`src/rtl/ps2_pkg.sv`:
```
// Shared types and scan-code constants for the PS/2 keycode receiver.
package ps2_pkg;

   typedef enum logic [1:0] {
      IDLE   = 2'd0,
      DATA   = 2'd1,
      PARITY = 2'd2,
      STOP   = 2'd3
   } frame_state_t;

   localparam logic [7:0] KEY_UP     = 8'h75;
   localparam logic [7:0] KEY_DOWN   = 8'h72;
   localparam logic [7:0] KEY_LEFT   = 8'h6B;
   localparam logic [7:0] KEY_RIGHT  = 8'h74;
   localparam logic [7:0] PREFIX_EXT = 8'hE0;
   localparam logic [7:0] PREFIX_BRK = 8'hF0;

   localparam logic [7:0] IGN_BAT_OK = 8'hAA;
   localparam logic [7:0] IGN_ACK    = 8'hFA;
   localparam logic [7:0] IGN_ECHO   = 8'hEE;
   localparam logic [7:0] IGN_RESEND = 8'hFE;
   localparam logic [7:0] IGN_ERR0   = 8'h00;
   localparam logic [7:0] IGN_ERR1   = 8'hFF;
   localparam logic [7:0] IGN_PAUSE  = 8'hE1;

   function automatic logic is_ignored(input logic [7:0] b);
      logic r;
      case (b)
         IGN_BAT_OK, IGN_ACK, IGN_ECHO, IGN_RESEND,
         IGN_ERR0, IGN_ERR1, IGN_PAUSE: r = 1'b1;
         default:                       r = 1'b0;
      endcase
      return r;
   endfunction

endpackage

```
`src/rtl/ps2_keycode_rx_if.sv`:
```
// PS/2 pins and decoded key outputs; slave = receiver, master = pin driver / consumer.
interface ps2_keycode_rx_if;
   logic       ps2_clk;
   logic       ps2_data;
   logic [7:0] keycode;
   logic       key_ext;
   logic [7:0] scan_byte;
   logic       byte_valid;
   logic       frame_err;

   modport slave (
      input  ps2_clk, ps2_data,
      output keycode, key_ext, scan_byte, byte_valid, frame_err
   );

   modport master (
      output ps2_clk, ps2_data,
      input  keycode, key_ext, scan_byte, byte_valid, frame_err
   );
endinterface

```
`src/rtl/ps2_frame_rx.sv`:
```
// PS/2 frame deserialiser: synchronisers, clock glitch filter, frame FSM, timeout.
// o_byte_ok / o_err are single-cycle strobes in the stop-bit (or timeout) cycle.
//   state  | meaning
//   IDLE   | waiting for a start bit (data=0 on a falling edge)
//   DATA   | shifting in 8 data bits, LSB first
//   PARITY | capturing the odd-parity bit
//   STOP   | checking stop bit and parity, then back to IDLE
module ps2_frame_rx
   import ps2_pkg::*;
#(
   parameter int FILTER_LEN     = 8,
   parameter int TIMEOUT_CYCLES = 100000
) (
   input  logic       clk,
   input  logic       rst_n,
   input  logic       i_ps2_clk,
   input  logic       i_ps2_data,
   output logic [7:0] o_byte,
   output logic       o_byte_ok,
   output logic       o_err
);

   localparam int FW = $clog2(FILTER_LEN + 1);
   localparam int TW = $clog2(TIMEOUT_CYCLES + 1);

   logic [1:0]   r_clk_sync;
   logic [1:0]   r_dat_sync;
   logic         r_filt;
   logic [FW-1:0] r_fcnt;
   frame_state_t r_state;
   frame_state_t w_next;
   logic [2:0]   r_bit_cnt;
   logic [7:0]   r_shift;
   logic         r_parity;
   logic [TW-1:0] r_tcnt;

   logic w_fall;
   logic w_data;
   logic w_timeout;

   // The edge is the cycle the filter commits a 1->0 change.
   assign w_fall    = r_filt & ~r_clk_sync[1] & (r_fcnt == FW'(FILTER_LEN - 1));
   assign w_data    = r_dat_sync[1];
   assign w_timeout = (r_state != IDLE) && (r_tcnt == TW'(TIMEOUT_CYCLES));
   assign o_byte    = r_shift;

   always_ff @(posedge clk or negedge rst_n) begin
      if (!rst_n) begin
         r_clk_sync <= 2'b11;
         r_dat_sync <= 2'b11;
         r_filt     <= 1'b1;
         r_fcnt     <= '0;
      end else begin
         r_clk_sync <= {r_clk_sync[0], i_ps2_clk};
         r_dat_sync <= {r_dat_sync[0], i_ps2_data};
         if (r_clk_sync[1] != r_filt) begin
            if (r_fcnt == FW'(FILTER_LEN - 1)) begin
               r_filt <= r_clk_sync[1];
               r_fcnt <= '0;
            end else begin
               r_fcnt <= r_fcnt + 1'b1;
            end
         end else begin
            r_fcnt <= '0;
         end
      end
   end

   always_ff @(posedge clk or negedge rst_n) begin
      if (!rst_n) begin
         r_state <= IDLE;
      end else begin
         r_state <= w_next;
      end
   end

   always_comb begin
      w_next    = r_state;
      o_byte_ok = 1'b0;
      o_err     = 1'b0;
      if (w_timeout) begin
         w_next = IDLE;
         o_err  = 1'b1;
      end else if (w_fall) begin
         case (r_state)
            IDLE:   if (!w_data) w_next = DATA;
            DATA:   if (r_bit_cnt == 3'd7) w_next = PARITY;
            PARITY: w_next = STOP;
            STOP: begin
               w_next = IDLE;
               if (w_data && (^{r_shift, r_parity})) o_byte_ok = 1'b1;
               else                                  o_err     = 1'b1;
            end
            default: w_next = IDLE;
         endcase
      end
   end

   always_ff @(posedge clk or negedge rst_n) begin
      if (!rst_n) begin
         r_bit_cnt <= '0;
         r_shift   <= '0;
         r_parity  <= 1'b0;
         r_tcnt    <= '0;
      end else begin
         if (r_state == IDLE || w_fall || w_timeout) r_tcnt <= '0;
         else                                        r_tcnt <= r_tcnt + 1'b1;
         if (w_fall && !w_timeout) begin
            case (r_state)
               IDLE:   r_bit_cnt <= '0;
               DATA: begin
                  r_shift   <= {w_data, r_shift[7:1]};
                  r_bit_cnt <= r_bit_cnt + 1'b1;
               end
               PARITY: r_parity <= w_data;
               default: ;
            endcase
         end
      end
   end

endmodule

```
`src/rtl/ps2_keycode_rx.sv`:
```
// PS/2 keyboard receiver top: frame deserialiser plus make/break decoder tracking one held key.
module ps2_keycode_rx
   import ps2_pkg::*;
#(
   parameter int FILTER_LEN     = 8,
   parameter int TIMEOUT_CYCLES = 100000
) (
   input  logic           clk,
   input  logic           rst_n,
   ps2_keycode_rx_if.slave bus
);

   logic [7:0] w_byte;
   logic       w_byte_ok;
   logic       w_err;

   logic [7:0] r_keycode;
   logic       r_key_ext;
   logic [7:0] r_scan_byte;
   logic       r_byte_valid;
   logic       r_frame_err;
   logic       r_ext;
   logic       r_brk;

   ps2_frame_rx #(
      .FILTER_LEN     (FILTER_LEN),
      .TIMEOUT_CYCLES (TIMEOUT_CYCLES)
   ) u_frame (
      .clk        (clk),
      .rst_n      (rst_n),
      .i_ps2_clk  (bus.ps2_clk),
      .i_ps2_data (bus.ps2_data),
      .o_byte     (w_byte),
      .o_byte_ok  (w_byte_ok),
      .o_err      (w_err)
   );

   always_ff @(posedge clk or negedge rst_n) begin
      if (!rst_n) begin
         r_keycode    <= '0;
         r_key_ext    <= 1'b0;
         r_scan_byte  <= '0;
         r_byte_valid <= 1'b0;
         r_frame_err  <= 1'b0;
         r_ext        <= 1'b0;
         r_brk        <= 1'b0;
      end else begin
         r_byte_valid <= w_byte_ok;
         r_frame_err  <= w_err;
         if (w_byte_ok) begin
            r_scan_byte <= w_byte;
            if (w_byte == PREFIX_EXT) begin
               r_ext <= 1'b1;
            end else if (w_byte == PREFIX_BRK) begin
               r_brk <= 1'b1;
            end else begin
               r_ext <= 1'b0;
               r_brk <= 1'b0;
               if (!is_ignored(w_byte)) begin
                  if (!r_brk) begin
                     r_keycode <= w_byte;
                     r_key_ext <= r_ext;
                  end else if (w_byte == r_keycode && r_ext == r_key_ext) begin
                     // Releases of a key other than the held one fall through untouched.
                     r_keycode <= '0;
                     r_key_ext <= 1'b0;
                  end
               end
            end
         end
      end
   end

   assign bus.keycode    = r_keycode;
   assign bus.key_ext    = r_key_ext;
   assign bus.scan_byte  = r_scan_byte;
   assign bus.byte_valid = r_byte_valid;
   assign bus.frame_err  = r_frame_err;

endmodule

```
`src/flat_wrapper.sv`:
```
// flat-port wrapper written by rule: the top's interface ports become plain ports
module ps2_keycode_rx_flat import ps2_pkg::*;
#(
   parameter int FILTER_LEN     = 8,
   parameter int TIMEOUT_CYCLES = 100000
)
  (clk, rst_n, bus_ps2_clk, bus_ps2_data, bus_keycode, bus_key_ext, bus_scan_byte, bus_byte_valid, bus_frame_err);
  ps2_keycode_rx_if bus_i ();
  input  logic clk;
  input  logic rst_n;
  input wire logic [$bits(bus_i.ps2_clk)-1:0] bus_ps2_clk;
  input wire logic [$bits(bus_i.ps2_data)-1:0] bus_ps2_data;
  output wire logic [$bits(bus_i.keycode)-1:0] bus_keycode;
  output wire logic [$bits(bus_i.key_ext)-1:0] bus_key_ext;
  output wire logic [$bits(bus_i.scan_byte)-1:0] bus_scan_byte;
  output wire logic [$bits(bus_i.byte_valid)-1:0] bus_byte_valid;
  output wire logic [$bits(bus_i.frame_err)-1:0] bus_frame_err;
  assign bus_i.ps2_clk = bus_ps2_clk;
  assign bus_i.ps2_data = bus_ps2_data;
  assign bus_keycode = bus_i.keycode;
  assign bus_key_ext = bus_i.key_ext;
  assign bus_scan_byte = bus_i.scan_byte;
  assign bus_byte_valid = bus_i.byte_valid;
  assign bus_frame_err = bus_i.frame_err;
  ps2_keycode_rx #(.FILTER_LEN(FILTER_LEN), .TIMEOUT_CYCLES(TIMEOUT_CYCLES)) u_core (.clk(clk), .rst_n(rst_n), .bus(bus_i));
endmodule
```
`config.mk`:
```
export PLATFORM = sky130hd
export DESIGN_NAME = ps2_keycode_rx_flat
export DESIGN_NICKNAME = d
export VERILOG_FILES = /design/src/rtl/ps2_pkg.sv /design/src/rtl/ps2_keycode_rx_if.sv /design/src/rtl/ps2_frame_rx.sv /design/src/rtl/ps2_keycode_rx.sv /design/src/flat_wrapper.sv
export SDC_FILE = /design/constraint.sdc
export NUM_CORES = 1
export LEC_CHECK = 0
export ABC_AREA = 1
export ABC_CLOCK_PERIOD_IN_PS = 4050
export BUFFER_PORTS_ARGS = -buffer_cell sky130_fd_sc_hd__buf_2
export CAP_MARGIN = 20
export CORE_UTILIZATION = 32
export DETAILED_ROUTE_END_ITERATION = 7
export PLACE_DENSITY = 0.52
export SETUP_SLACK_MARGIN = 0.15
export SLEW_MARGIN = 30
export SYNTH_ARGS = -nofsm -noshare
export SYNTH_HDL_FRONTEND = slang
export SYNTH_SLANG_ARGS = --single-unit
export TNS_END_PERCENT = 1
```
`constraint.sdc`:
```
create_clock -name clk -period 4.05 [get_ports clk]
set_input_delay 0.2025 -clock clk [delete_from_list [all_inputs] [get_ports clk]]
set_output_delay 0.2025 -clock clk [all_outputs]
set_load 0.01 [all_outputs]
```
# == Word-level counts from Yosys, hierarchy flattened ==
# Cells that the tools add are included.
# word_totals
register_bits,61
input_bits,4
out_inout_bits,19
word_cells,96
# op_classes
add_sub_neg,3
eq_ne,21
muxes,28
bitwise_logic,6
reduce_logical,22
# op_table
op,count
"== test 8 bit, second input constant",8
"adder 17 x 1 -> 17 bit, second input constant",1
"== test 17 bit, second input constant",1
two-way mux 1 bit,17
two-way mux 17 bit,1
two-way mux 8 bit,2
AND reduction 2 bit,6
parity 9 bit,1
== test 8 bit,1
logical NOT 8 bit,1
two-way mux 2 bit,4
two-way mux 4 bit,2
one-hot mux 2 bit (4 select lines),1
OR reduction 7 bit,1
"inequality test 3 bit, second input constant",2
one-hot mux 3 bit (2 select lines),1
nonzero test 2 bit,3
AND reduction 5 bit,1
"adder 4 x 1 -> 4 bit, second input constant",1
"== test 2 bit, second input constant",2
"== test 4 x 3 -> 1 bit, second input constant",1
logical AND 1 bit,4
inverter 1 bit,4
"adder 3 x 1 -> 3 bit, second input constant",1
11 further kinds,13

# == Longest topological paths before layout ==
# Gate-level depths: netlist of run 1.
# depth
word_depth,9
ltp_mapped,14
mapped_depth_nobuf,12

# == Modules after synthesis ==
# Synthesis of run 1 repeated with hierarchy kept, for this count alone.
# unflattened
cells_unflattened,394
area_unflattened_um2,3350.7
# modules_own_cells
module,instances,cells_per_inst,area_each_um2,seq_area_each_um2
ps2_frame_rx,1,259,2230.9,1007.2
ps2_keycode_rx,1,135,1119.8,525.5

# == Worst setup path after synthesis of run 1 ==
# Ideal clock, no wire load.
# synth_path
kind,register to register
start,register u_core.u_frame.r_state[0]
end,"register u_core.r_scan_byte[7], in the netlist u_core.bus.scan_byte[7]"
setup_time_ns,0.076
arrival_time_ns,1.665
t_required_ns,3.974
slack_ns,2.309
stages_incl_launch_ff,12
path_buffers,1
synth_period_minus_slack_ns,1.741
path_cell_list,dfrtp_1 > inv_1 > ha_1 > nor2_1 > nor3b_1 > nand3_2 > nand3_1 > inv_1 > nand3_4 > buf_6 > nand2_1 > o21ai_1
# synth_via
elab_chain_cells,4
elab_cells_between_ends,6
classes_between,1 x eq/ne; 3 x mux; 2 x reduce/logical
# synth_rtl
item,line,rtl
start: declaration,ps2_frame_rx.sv:30,frame_state_t r_state;
start signal: assignment,ps2_frame_rx.sv:73,r_state <= w_next;
== test 2 bit,ps2_frame_rx.sv:85,case (r_state)
two-way mux 1 bit,ps2_frame_rx.sv:85,
two-way mux 1 bit,ps2_frame_rx.sv:84,end else if (w_fall) begin
two-way mux 1 bit *,ps2_frame_rx.sv:81,if (w_timeout) begin
end signal: assignment,ps2_keycode_rx.sv:51,r_scan_byte <= w_byte;
end: declaration,ps2_keycode_rx.sv:19,logic [7:0] r_scan_byte;
# Mark *: on every way between the ends. The rest lies on a longest branch, timed or not.
# A chain may end at the register's enable or synchronous reset.

# == Worst setup path after layout of run 1 ==
# layout_path
start,"register u_core.u_frame.r_shift[2], in the netlist u_core.u_frame.o_byte[2]"
end,"register u_core.r_keycode[1], in the netlist u_core.bus.keycode[1]"
# layout_via
elab_chain_cells,8
elab_cells_between_ends,27
classes_between,10 x eq/ne; 8 x mux; 3 x bitwise; 6 x reduce/logical
# layout_rtl
item,line,rtl
start: declaration,ps2_frame_rx.sv:33,logic [7:0] r_shift;
start signal: assignment,ps2_frame_rx.sv:112,"r_shift <= {w_data, r_shift[7:1]};"
== test 8 bit or logical NOT 8 bit (tied branches),ps2_pkg.sv:28,case (b)
OR reduction 7 bit,ps2_pkg.sv:28,
two-way mux 1 bit,ps2_pkg.sv:28,
two-way mux 1 bit,ps2_keycode_rx.sv:54,end else if (w_byte == PREFIX_BRK) begin
two-way mux 1 bit,ps2_keycode_rx.sv:52,if (w_byte == PREFIX_EXT) begin
two-way mux 1 bit,ps2_keycode_rx.sv:50,if (w_byte_ok) begin
inverter 1 bit (no source line),-,
AND reduction 5 bit (no source line) *,-,
end signal: assignment,ps2_keycode_rx.sv:61,r_keycode <= w_byte;
end: declaration,ps2_keycode_rx.sv:17,logic [7:0] r_keycode;
# Mark *: on every way between the ends. The rest lies on a longest branch, timed or not. The select of a mux whose other input is x is not followed.

==> out/qor.csv, run 1 <==
stage,metric,value,unit
status,status,"finished, final reports clean",
worst_setup_path,Worst Setup SP,u_core.u_frame.o_byte[2],
sta,Max-slew headroom,47.4,%
synthesis,Syn Std Cell Area,3310,um2
power_and_ir_drop,Combinational Power Share,4.3,%
power_and_ir_drop,Internal,1.01,mW
worst_setup_path,flop2flop setup slack,2.00,ns
worst_setup_path,CP Data Arrival Time,2.32,ns
routing,drt pass-1 iters,4,
grt,first-pass GRT wire length,12200,um
clock_network,TritonCTS Buffers,9,
sta,setup tns final,0,ns
synthesis,ranking of synthesized cells by area,"dfrtp_1, nand2_1, nor2_1, inv_1, nand3_1",
synthesis,Synth top area share,42.3,%
power_and_ir_drop,power density over the cells,345,nW/um2
placement,routability cong.,0.828,
synthesis,count of cell types in the netlist,33,
sta,Fmax,487,MHz
power_and_ir_drop,Power Total,1.30,mW
sta,Max Transition Viols Final,0,
final_layout,Non-Filler Instances,580,
sta,Fin Hold WS,0.0252,ns
clock_network,H-Tree Depth,3,
routing,via count,2662,
grt,all-layer global routing usage,14.3,%
placement,Place WS,1.99,ns
floorplan,std cell rows,36,
floorplan,Die Y,104,um
power_and_ir_drop,Switching Share,22.1,%
clock_network,worst-case clock buffer depth,2,
worst_setup_path,worst-path cell chain,"inv_1, nand2_1, nand2_1, nand2_1, nand2_1, nand2_1, nand2_1, nand2_1, nand3_2, nor2_2, nand3_1, nand2_1",
placement,Cells after DPL,562,
final_layout,Layout area overhead,14.1,%
clock_network,# resized after CTS,0,
clock_network,"Setup Fix Bufs, Post-CTS",0,
worst_setup_path,CP bufs+invs,1,
final_layout,share of cells above drive strength 1,14.3,%
placement,Detailed Place HPWL,5030,um
clock_network,root buffer cell,clkbuf_8,
worst_setup_path,R2R depth,12,
sta,Setup Skew,0.00867,ns
final_layout,final-stage net count,456,
synthesis,sequential fraction of the synthesis area,46.3,%
worst_setup_path,"Largest delay share family, worst path",simple AND/OR/NAND/NOR gates,
worst_setup_path,RR Endpoint,u_core.bus.keycode[1],
worst_setup_path,CP max stage delay,0.54,ns
clock_network,TritonCTS clock tree,built,
synthesis,Post-Syn Area per Cell,7.99,um2
grt,total grt overflow,0,
floorplan,Starting Density,33.4,%
min_path,Min-Delay Path Class,in2async,
routing,drt drc,0,
synthesis,gate count of the mapped netlist,414,
power_and_ir_drop,Max VDD drop,0.000199,V
worst_setup_path,most frequent CP cell,nand2_1,
floorplan,total die area,10800,um2
power_and_ir_drop,Flop pwr share,49.6,%
synthesis,Mapped Nets,428,
routing,WL final,7100,um
worst_setup_path,Critical R2R Launch,u_core.u_frame.o_byte[2],
power_and_ir_drop,Leak,1.82,nW
grt,initial antenna violation count,0,
power_and_ir_drop,part of the power in the clock network,46.2,%
floorplan,Placeable Area,9910,um2
placement,PortBufs,22,
sta,RSZ-0062 raised after global routing,no,
worst_setup_path,slowest CP cell,dfrtp_1,
worst_setup_path,largest fanout on the critical path,12,
floorplan,Top Ports,23,
sta,Slew @ Worst Pin,0.789,ns
floorplan,Horiz. Die Dim,104,um
routing,Initial DRC Count,137,
worst_setup_path,CP Launch Type,register,
job,Max-Cap Viols,0,
routing,wire length per cell,12.2,um
clock_network,Worst-path clk slew,0.07,ns
sta,Fin. Hold Viols,0,
grt,vias in the first global route,2534,
clock_network,cts hold-fix bufs,2,
routing,vias per cell,4.59,
sta,minimum clock period,2.05,ns
sta,Final Setup Violations,0,
sta,Tcrit/Tclk final,50.7,%
synthesis,#FFs+latches synth,61,
routing,final antenna-violating net count,0,
worst_setup_path,WS Path Type,reg2reg,
worst_setup_path,Critical Path RT,4.32,ns
power_and_ir_drop,Sw Pwr,287,uW
grt,largest net degree at the start of global routing,62,
synthesis,Syn. warnings,0,
sta,slack of the critical path,2.00,ns
clock_network,clk_lat worst skew,0.34,ns
worst_setup_path,crit end category,register,
final_layout,ant diodes,0,
clock_network,CTS sink cnt,61,
synthesis,top cell type by total area after synthesis,dfrtp_1,
-- power by group through the flow --
stage / Clock, mW / Sequential, mW / Combinational [mW]
after global routing: 0.651 / 0.648 / 0.0685
after global placement: 0 / 0.655 / 0.0560
final: 0.601 / 0.645 / 0.0553
after CTS: 0.621 / 0.645 / 0.0581
after floorplan: 0 / 0.653 / 0.0342
after detailed placement: 0 / 0.656 / 0.0566
-- cell type report --
class                      count  area, um2
inverter                      55        206
timing repair buffer          25        138
multi-input combinational    290       1510
sequential                    61       1530
clock buffer                  12        145
tap                          133        166
fill                        1069       6130
clock inverter                 4       72.6
-- worst reg2reg max path: stages, from the launching register on --
cell     delay, ns
dfrtp_1       0.54
inv_1         0.22
nand2_1       0.10
nand2_1       0.06
nand2_1       0.07
nand2_1       0.06
nand2_1       0.07
nand2_1       0.05
nand2_1       0.06
nand3_2       0.08
nor2_2        0.44
nand3_1       0.14
nand2_1       0.10
-- metal layers --
metal | routed length [um] | GRT usage (%) | vias up
met4 | 72 | 3.98 | 0
met1 | 3410 | 18.5 | 1236
met3 | 284 | 4.22 | 5
met5 | 0 | 0 | -
li1 | - | - | 1369
met2 | 3330 | 23.1 | 52
-- state kept, by name, summed over array words and instances (netlist names) --
signal / cells
u_core.u_frame.r_tcnt: 17
u_core.bus.keycode: 8
u_core.bus.scan_byte: 8
u_core.u_frame.o_byte: 8
u_core.u_frame.r_fcnt: 4
u_core.u_frame.r_bit_cnt: 3
u_core.u_frame.r_clk_sync: 2
u_core.u_frame.r_dat_sync: 2
u_core.u_frame.r_state: 2
u_core.bus.byte_valid: 1
u_core.bus.frame_err: 1
u_core.bus.key_ext: 1
u_core.r_brk: 1
u_core.r_ext: 1
u_core.u_frame.r_filt: 1
u_core.u_frame.r_parity: 1
-- stage by stage --
stage / utilization (%) / cell area, um2
2_1_floorplan: - / 3310
3_3_place_gp: 35.7 / 3540
3_5_place_dp: 35.7 / 3540
4_1_cts: 38.1 / 3770
5_1_grt: 38.1 / 3770
6_report: 38.1 / 3770
-- cells in the final DEF (no fill, tap or decap), types with 2 or more instances in the layout --
cell           count
ha_1              10
inv_1             48
clkbuf_8          10
nor2_1            49
nor2_2             4
nor3_1             4
dfstp_2            5
nand3_1           29
nand3_2            4
clkbuf_1           2
dfrtp_1           56
dlygate4sd3_1      2
xnor2_1            8
nand3_4            2
bufinv_16          2
xor2_1             8
a21oi_1           11
nand4_1            6
o21a_1             2
inv_2              6
o21bai_1           6
nor4_1             2
o21ai_1            9
o21ai_0           20
nand2_2            2
buf_2             22
o21bai_2           4
nand2_1          105
-- cells in the mapped netlist --
cell and instances:
nor4_1 2, ha_1 10, dfstp_2 5, inv_1 48, nand3_4 2, o21a_1 2
nor2_2 4, nand4_1 6, nand3b_1 1, nand2_1 105, inv_2 6, o21bai_1 6
nor3b_1 1, nor2_1 49, buf_2 3, and2_1 1, a31oi_1 1, nand2_2 2
o211a_1 1, buf_6 2, dfrtp_1 56, xor2_1 8, nor3_1 4, o21ai_0 20
nand3_1 29, a21oi_1 11, clkbuf_1 1, nand3_2 4, clkinv_1 1, xnor2_1 8
buf_4 2, o21bai_2 4, o21ai_1 9
-- logic make-up (layout without fill, tap and decap cells) --
group	count (synthesis)	in the layout	share of synthesized area, %
flops	61	61	46.3
simple gates	210	210	28.0
fa+ha+maj	10	10	3.78
buf+inv	63	96	7.94
compound gates	54	54	9.72
xor+xnor	16	16	4.23
-- worst max path at each step --
| stage | end | cells past startpoint |
|---|---|---|
| 2_1_floorplan | u_core.bus.scan_byte[7] | 11 |
| 3_3_place_gp | u_core.bus.keycode[3] | 12 |
| 3_5_place_dp | u_core.bus.keycode[3] | 12 |
| 4_1_cts | u_core.bus.keycode[3] | 12 |
| 5_1_grt | u_core.bus.scan_byte[4] | 10 |
| 6_report | u_core.bus.keycode[1] | 12 |
(Power assumes the default switching activity.)
==> run 2, diff against run 1 <==
--- a/config.mk
+++ b/config.mk
@@ -6,12 +6,12 @@
 export NUM_CORES = 1
 export LEC_CHECK = 0
 export ABC_AREA = 1
-export ABC_CLOCK_PERIOD_IN_PS = 4050
+export ABC_CLOCK_PERIOD_IN_PS = 1800
 export BUFFER_PORTS_ARGS = -buffer_cell sky130_fd_sc_hd__buf_2
 export CAP_MARGIN = 20
 export CORE_UTILIZATION = 32
 export DETAILED_ROUTE_END_ITERATION = 7
-export PLACE_DENSITY = 0.52
+export PLACE_DENSITY = 0.53
 export SETUP_SLACK_MARGIN = 0.15
 export SLEW_MARGIN = 30
 export SYNTH_ARGS = -nofsm -noshare
==> constraint.sdc (replaced) <==
create_clock -name clk -period 1.8 [get_ports clk]
set_input_delay 0.09 -clock clk [delete_from_list [all_inputs] [get_ports clk]]
set_output_delay 0.09 -clock clk [all_outputs]
set_load 0.01 [all_outputs]
==> run 2 against run 1 <==
Critical path depth is 1 lower. Core utilization is 5.3 points higher. Setup slack worse by 1.9 ns. Sequential cell count stayed put. Sequential share of layout area is 4.8 points lower. Highest routed layer unchanged. Combinational power grew to 3.0 times the previous value. First-iteration DRC count is 8.8% higher. Critical path type unchanged. Global-route usage is 1.4 points higher. Hold slack better by 0.17 ns. Clock-buffer cell count is 1 higher.
==> out/qor.csv, run 2 (synthesized netlist as in run 1, its figures left out) <==
stage,metric,value,unit,change
clock_network,H-Tree Depth,3,,unchanged
placement,PortBufs,22,,unchanged
worst_setup_path,CP Launch Type,register,,
routing,via count,2873,,+7.9%
final_layout,filler instances,982,,-8.1%
routing,final antenna-violating net count,0,,unchanged
floorplan,std cell rows,36,,unchanged
min_path,Min-Delay Path Class,in2async,,
clock_network,CTS sink cnt,61,,unchanged
clock_network,TritonCTS clock tree,built,,
floorplan,Horiz. Die Dim,104,um,unchanged
placement,Cells after DPL,594,,+5.7%
worst_setup_path,largest fanout on the critical path,7,,-5
sta,Final Setup Violations,0,,unchanged
worst_setup_path,CP Data Arrival Time,1.97,ns,-0.35 ns
job,Max-Cap Viols,0,,unchanged
final_layout,Layout area overhead,30.0,%,
sta,RSZ-0062 raised after global routing,yes,,
routing,drt drc,0,,unchanged
clock_network,TritonCTS Buffers,9,,unchanged
grt,first-pass GRT wire length,13300,um,+8.4%
final_layout,"commonest non-fill, non-tap cell in the layout",nand2_1,,
sta,Fmax,579,MHz,+19%
sta,Slew @ Worst Pin,0.420,ns,-0.369 ns
floorplan,total die area,10800,um2,unchanged
sta,Tcrit/Tclk final,95.9,%,+45 points
grt,all-layer global routing usage,15.6,%,+1.4 points
power_and_ir_drop,Combinational Power Share,5.6,%,+1.3 points
grt,total grt overflow,0,,unchanged
placement,Detailed Place HPWL,5620,um,+12%
power_and_ir_drop,Flop pwr share,49.2,%,-0.4 points
routing,Initial DRC Count,149,,+8.8%
final_layout,Non-Filler Instances,627,,+8.1%
floorplan,Die Y,104,um,unchanged
power_and_ir_drop,power density over the cells,684,nW/um2,+99%
status,status,"finished, final reports clean",,
clock_network,worst-case clock buffer depth,2,,unchanged
placement,placement-stage cell area,3860,um2,+9.2%
power_and_ir_drop,Sw Pwr,705,uW,+150%
routing,vias per cell,4.58,,-0.16%
final_layout,Largest register FFs,17,,unchanged
sta,minimum clock period,1.73,ns,-0.326 ns
worst_setup_path,WS Path Type,reg2reg,,
sta,Max Transition Viols Final,0,,unchanged
routing,drt pass-1 iters,4,,unchanged
power_and_ir_drop,Leak,2.08,nW,+14%
sta,Fin. Hold Viols,0,,unchanged
floorplan,Starting Density,33.4,%,unchanged
floorplan,Top Ports,23,,unchanged
routing,WL final,7840,um,+10%
grt,initial antenna violation count,0,,unchanged
sta,Max-slew headroom,72.0,%,+25 points
floorplan,Placeable Area,9910,um2,unchanged
final_layout,ant diodes,0,,unchanged
power_and_ir_drop,Max VDD drop,0.000303,V,+53%
worst_setup_path,Critical Path RT,2.04,ns,-2.28 ns
power_and_ir_drop,Internal,2.24,mW,+120%
grt,vias in the first global route,2831,,+12%
power_and_ir_drop,part of the power in the clock network,45.2,%,-1.0 points
final_layout,Finished Cell Area,4300,um2,+14%
clock_network,clk_lat worst skew,0.36,ns,+0.02 ns
final_layout,"commonest cells after routing, fill and taps aside","nand2_1, dfrtp_1, nor2_1, inv_1, buf_4",,
placement,routability cong.,0.820,,-1.1%
final_layout,Biggest register,u_core.u_frame.r_tcnt,,
grt,largest net degree at the start of global routing,23,,-63%
sta,Setup Skew,0.0106,ns,+0.00189 ns
final_layout,final-stage net count,503,,+10%
power_and_ir_drop,Switching Share,23.9,%,+1.9 points
clock_network,root buffer cell,clkbuf_8,,
routing,wire length per cell,12.5,um,+2.1%
worst_setup_path,crit end category,register,,
clock_network,Worst-path clk slew,0.07,ns,about the same
final_layout,share of cells above drive strength 1,29.1,%,+15 points
[run 2: cell count changes in the layout (fill, tap and decap cells not counted), moves of 5 or more]
cell     before  now
dfrtp_2       0    6
buf_4         1   41
buf_12        0    6
dfrtp_1      56   50
nand2_1     105   97
nor2_1       49   44
inv_2         6   12
nand2_2       2   10
inv_1        48   41
[run 2: path summary, 6_finish.rpt]
check,startpoint,end,cells after the start,slack [ns]
setup reg to reg,u_core.u_frame.r_state[0],u_core.bus.keycode[2],11,0.07
min in group clk,u_core.u_frame.r_clk_sync[0],u_core.u_frame.r_clk_sync[1],0,0.36
max in group asynchronous,rst_n,u_core.u_frame.r_filt,3,1.02
setup / recovery,u_core.u_frame.r_state[0],u_core.bus.keycode[2],11,0.07
hold reg to reg,u_core.u_frame.r_clk_sync[0],u_core.u_frame.r_clk_sync[1],0,0.36
hold / removal,rst_n,u_core.u_frame.o_byte[4],2,0.20
[run 2: stage by stage]
stage	setup slack (ns)	setup TNS, ns	hold WS [ns]	util (%)	power (mW)
floorplan	0.0999	0	-0.206	-	1.55
global placement	-0.00866	-0.0442	0.0528	39.0	1.63
detailed placement	-0.0389	-0.117	0.0473	39.0	1.63
CTS	0.0781	0	0.195	42.3	2.99
global route	-0.0534	-0.572	0.207	43.4	3.09
finish	0.0740	0	0.198	43.4	2.94
[run 2: area by class of cell]
cell class | count | area [um2] | share of cell area [%]
multi-input cells | 290 | 1610 | 37.3
flip-flops and latches | 61 | 1540 | 35.8
clock inverters | 3 | 42.5 | 0.989
inverters | 55 | 209 | 4.86
clock buffers | 13 | 169 | 3.93
repair buffers | 72 | 568 | 13.2
well taps | 133 | 166 | 3.87
[run 2: layer usage]
layer / track usage (%) / wire [um] / vias up
met5: 0 / 0 / -
met1: 19.1 / 3670 / 1339
met2: 25.6 / 3740 / 52
li1: - / - / 1472
met3: 4.09 / 294 / 10
met4: 7.65 / 137 / 0
[run 2: what timing repair did]
item                       4_1_cts  5_1_grt
hold buffers                     3        0
pin swaps                        3       15
buffers inserted                 9        5
hold endpoints to repair        29        0
gates resized for setup          8       26
setup endpoints to repair       49       50
[run 2: critical path, cell delays in order (launching register included)]
cell and delay [ns]:
dfrtp_1 0.39, inv_2 0.09, ha_4 0.14, nor2_1 0.03, nor3b_2 0.15, nand3_2 0.11, nand3_2 0.10, inv_2 0.09
nand3_4 0.15, buf_4 0.19, o21bai_4 0.10, nand2_1 0.05
[run 2: power by group through the flow]
| stage | Combinational (mW) | Clock [mW] | Sequential (mW) |
|---|---|---|---|
| after floorplan | 0.0772 | 0 | 1.47 |
| after global placement | 0.155 | 0 | 1.47 |
| after detailed placement | 0.161 | 0 | 1.47 |
| after CTS | 0.167 | 1.37 | 1.45 |
| after global routing | 0.200 | 1.44 | 1.45 |
| final | 0.165 | 1.33 | 1.45 |
==> run 3, diff against run 2 <==
--- a/config.mk
+++ b/config.mk
@@ -11,7 +11,6 @@
 export CAP_MARGIN = 20
 export CORE_UTILIZATION = 32
 export DETAILED_ROUTE_END_ITERATION = 7
-export PLACE_DENSITY = 0.53
 export SETUP_SLACK_MARGIN = 0.15
 export SLEW_MARGIN = 30
 export SYNTH_ARGS = -nofsm -noshare
==> run 3 against run 2 <==
Fmax shrank 0.22%. Clock-buffer cell count shrank 1. First-iteration DRC count shrank 15%. Die area is the same. Cell count shrank 0.96%. Sequential power is essentially flat. Critical endpoint is now u_core.bus.keycode[6]. Largest power group unchanged. Highest routed layer unchanged.
==> out/qor.csv, run 3 (synthesized netlist as in run 1, its figures left out) <==
stage,metric,value,unit,change
sta,Max Transition Viols Final,0,,unchanged
clock_network,TritonCTS clock tree,built,,
worst_setup_path,largest fanout on the critical path,6,,-1
sta,Setup Skew,0.0126,ns,+0.00201 ns
clock_network,worst-case clock buffer depth,2,,unchanged
worst_setup_path,Critical Path RT,2.04,ns,about the same
floorplan,Placeable Area,9910,um2,unchanged
grt,initial antenna violation count,0,,unchanged
placement,Detailed Place HPWL,5480,um,-2.4%
power_and_ir_drop,Flop pwr share,50.4,%,+1.2 points
sta,Max-slew headroom,62.5,%,-9.5 points
worst_setup_path,crit end category,register,,
sta,Fin. Hold Viols,0,,unchanged
placement,Cells after DPL,588,,-1.0%
power_and_ir_drop,power density over the cells,674,nW/um2,-1.6%
routing,vias per cell,4.67,,+1.8%
power_and_ir_drop,Leak,2.03,nW,-2.7%
routing,drt pass-1 iters,5,,+1
final_layout,Biggest register,u_core.u_frame.r_tcnt,,
grt,first-pass GRT wire length,13600,um,+2.7%
status,status,"finished, final reports clean",,
clock_network,CTS sink cnt,61,,unchanged
placement,PortBufs,22,,unchanged
worst_setup_path,R2R depth,11,,unchanged
worst_setup_path,CP Data Arrival Time,1.97,ns,about the same
power_and_ir_drop,part of the power in the clock network,43.9,%,-1.3 points
worst_setup_path,CP Launch Type,register,,
worst_setup_path,CP max stage delay,0.47,ns,+0.08 ns
sta,RSZ-0062 raised after global routing,yes,,
placement,placement-stage cell area,3770,um2,-2.5%
power_and_ir_drop,Combinational Power Share,5.7,%,about the same
routing,via count,2897,,+0.84%
final_layout,"commonest cells after routing, fill and taps aside","nand2_1, dfrtp_1, inv_1, nor2_1, buf_4",,
sta,Final Setup Violations,0,,unchanged
final_layout,Finished Cell Area,4280,um2,-0.58%
grt,total grt overflow,0,,unchanged
floorplan,std cell rows,36,,unchanged
final_layout,final-stage net count,497,,-1.2%
sta,Tcrit/Tclk final,96.1,%,+0.21 points
grt,largest net degree at the start of global routing,29,,+26%
sta,minimum clock period,1.73,ns,+0.00377 ns
sta,Fin Hold WS,0.270,ns,+0.0718 ns
routing,final antenna-violating net count,0,,unchanged
clock_network,TritonCTS Buffers,9,,unchanged
final_layout,filler instances,1004,,+2.2%
power_and_ir_drop,Sw Pwr,680,uW,-3.4%
routing,Initial DRC Count,127,,-15%
final_layout,Layout area overhead,29.2,%,
floorplan,Die Y,104,um,unchanged
job,Max-Cap Viols,0,,unchanged
final_layout,ant diodes,0,,unchanged
final_layout,Non-Filler Instances,621,,-0.96%
worst_setup_path,most frequent CP cell,nand2_1,,
floorplan,total die area,10800,um2,unchanged
worst_setup_path,"Largest delay share family, worst path",simple AND/OR/NAND/NOR gates,,
routing,drt drc,0,,unchanged
floorplan,Top Ports,23,,unchanged
power_and_ir_drop,Internal,2.20,mW,-1.7%
worst_setup_path,WS Path Type,reg2reg,,
floorplan,Horiz. Die Dim,104,um,unchanged
floorplan,Starting Density,33.4,%,unchanged
clock_network,Worst-path clk slew,0.07,ns,about the same
power_and_ir_drop,Max VDD drop,0.000327,V,+7.7%
worst_setup_path,worst-path cell chain,"nor2_2, nor2_4, nand2_1, nand2_1, nand2_2, nand3_2, nand2_4, nand3_4, buf_6, o21bai_2, nand2_1",,
worst_setup_path,Critical R2R Launch,u_core.u_frame.o_byte[6],,
worst_setup_path,slowest CP cell,dfrtp_2,,
final_layout,Largest register FFs,17,,unchanged
routing,wire length per cell,12.8,um,+2.4%
sta,Slew @ Worst Pin,0.563,ns,+0.143 ns
final_layout,share of cells above drive strength 1,28.9,%,-0.26 points
power_and_ir_drop,Switching Share,23.6,%,-0.32 points
grt,vias in the first global route,2891,,+2.1%
routing,WL final,7940,um,+1.4%
min_path,Min-Delay Path Class,in2async,,
worst_setup_path,CP bufs+invs,1,,-2
sta,Fmax,578,MHz,-0.22%
clock_network,root buffer cell,clkbuf_8,,
placement,routability cong.,0.839,,+2.3%
clock_network,H-Tree Depth,3,,unchanged
power_and_ir_drop,Power Total,2.88,mW,-2.1%
worst_setup_path,RR Endpoint,u_core.bus.keycode[6],,
worst_setup_path,flop2flop setup slack,0.07,ns,about the same
grt,all-layer global routing usage,16.0,%,+0.35 points
final_layout,"commonest non-fill, non-tap cell in the layout",nand2_1,,
clock_network,clk_lat worst skew,0.35,ns,about the same
run 3: routing by layer:
layer	wire [um]	track usage (%)	vias to the layer above	part of all wire [%]
met2	3800	26.4	59	48
met5	0	0	-	0
met3	341	5.10	13	4.3
li1	-	-	1458	-
met1	3680	19.8	1367	46
met4	119	5.00	0	1.5
run 3: power by group through the flow:
stage	clock network, mW	logic, mW	registers, mW
2_1_floorplan	0	0.0772	1.47
3_3_place_gp	0	0.149	1.47
3_5_place_dp	0	0.157	1.47
4_1_cts	1.30	0.163	1.45
5_1_grt	1.37	0.193	1.46
6_report	1.27	0.164	1.45
run 3: how the worst max path moves through the flow:
stage | start | endpoint | depth (start not counted) | slack, ns
floorplan | u_core.u_frame.r_state[0] | u_core.bus.key_ext | 11 | 0.1
CTS | u_core.u_frame.o_byte[6] | u_core.bus.keycode[6] | 13 | 0.06
detailed placement | u_core.u_frame.r_tcnt[0] | u_core.bus.scan_byte[4] | 11 | -0.09
global route | u_core.u_frame.o_byte[0] | u_core.bus.keycode[6] | 11 | -0.07
global placement | u_core.u_frame.r_tcnt[0] | u_core.bus.scan_byte[2] | 11 | -0.06
finish | u_core.u_frame.o_byte[6] | u_core.bus.keycode[6] | 11 | 0.07
run 3: area by class of cell:
type                    count  area [um2]  share of cell area [%]
clock buffers              12         155                    3.63
clock inverters             4        47.5                    1.11
well taps                 133         166                    3.89
flip-flops and latches     61        1540                    36.0
multi-input cells         292        1650                    38.6
inverters                  55         211                    4.94
repair buffers             64         503                    11.8
run 3: what timing repair did:
item | CTS | global route
hold endpoints to repair | 23 | 0
hold buffers | 3 | 0
gates cloned | 2 | 0
pin swaps | 3 | 9
buffers inserted | 6 | 6
gates resized for setup | 20 | 31
setup endpoints to repair | 49 | 50
run 3: metrics by stage:
step	setup WS, ns	TNS, ns	utilization (%)
2_1_floorplan	0.0999	0	-
3_3_place_gp	-0.0555	-0.412	38.0
3_5_place_dp	-0.0926	-1.23	38.0
4_1_cts	0.0575	0	41.7
5_1_grt	-0.0694	-0.828	43.2
6_report	0.0703	0	43.2
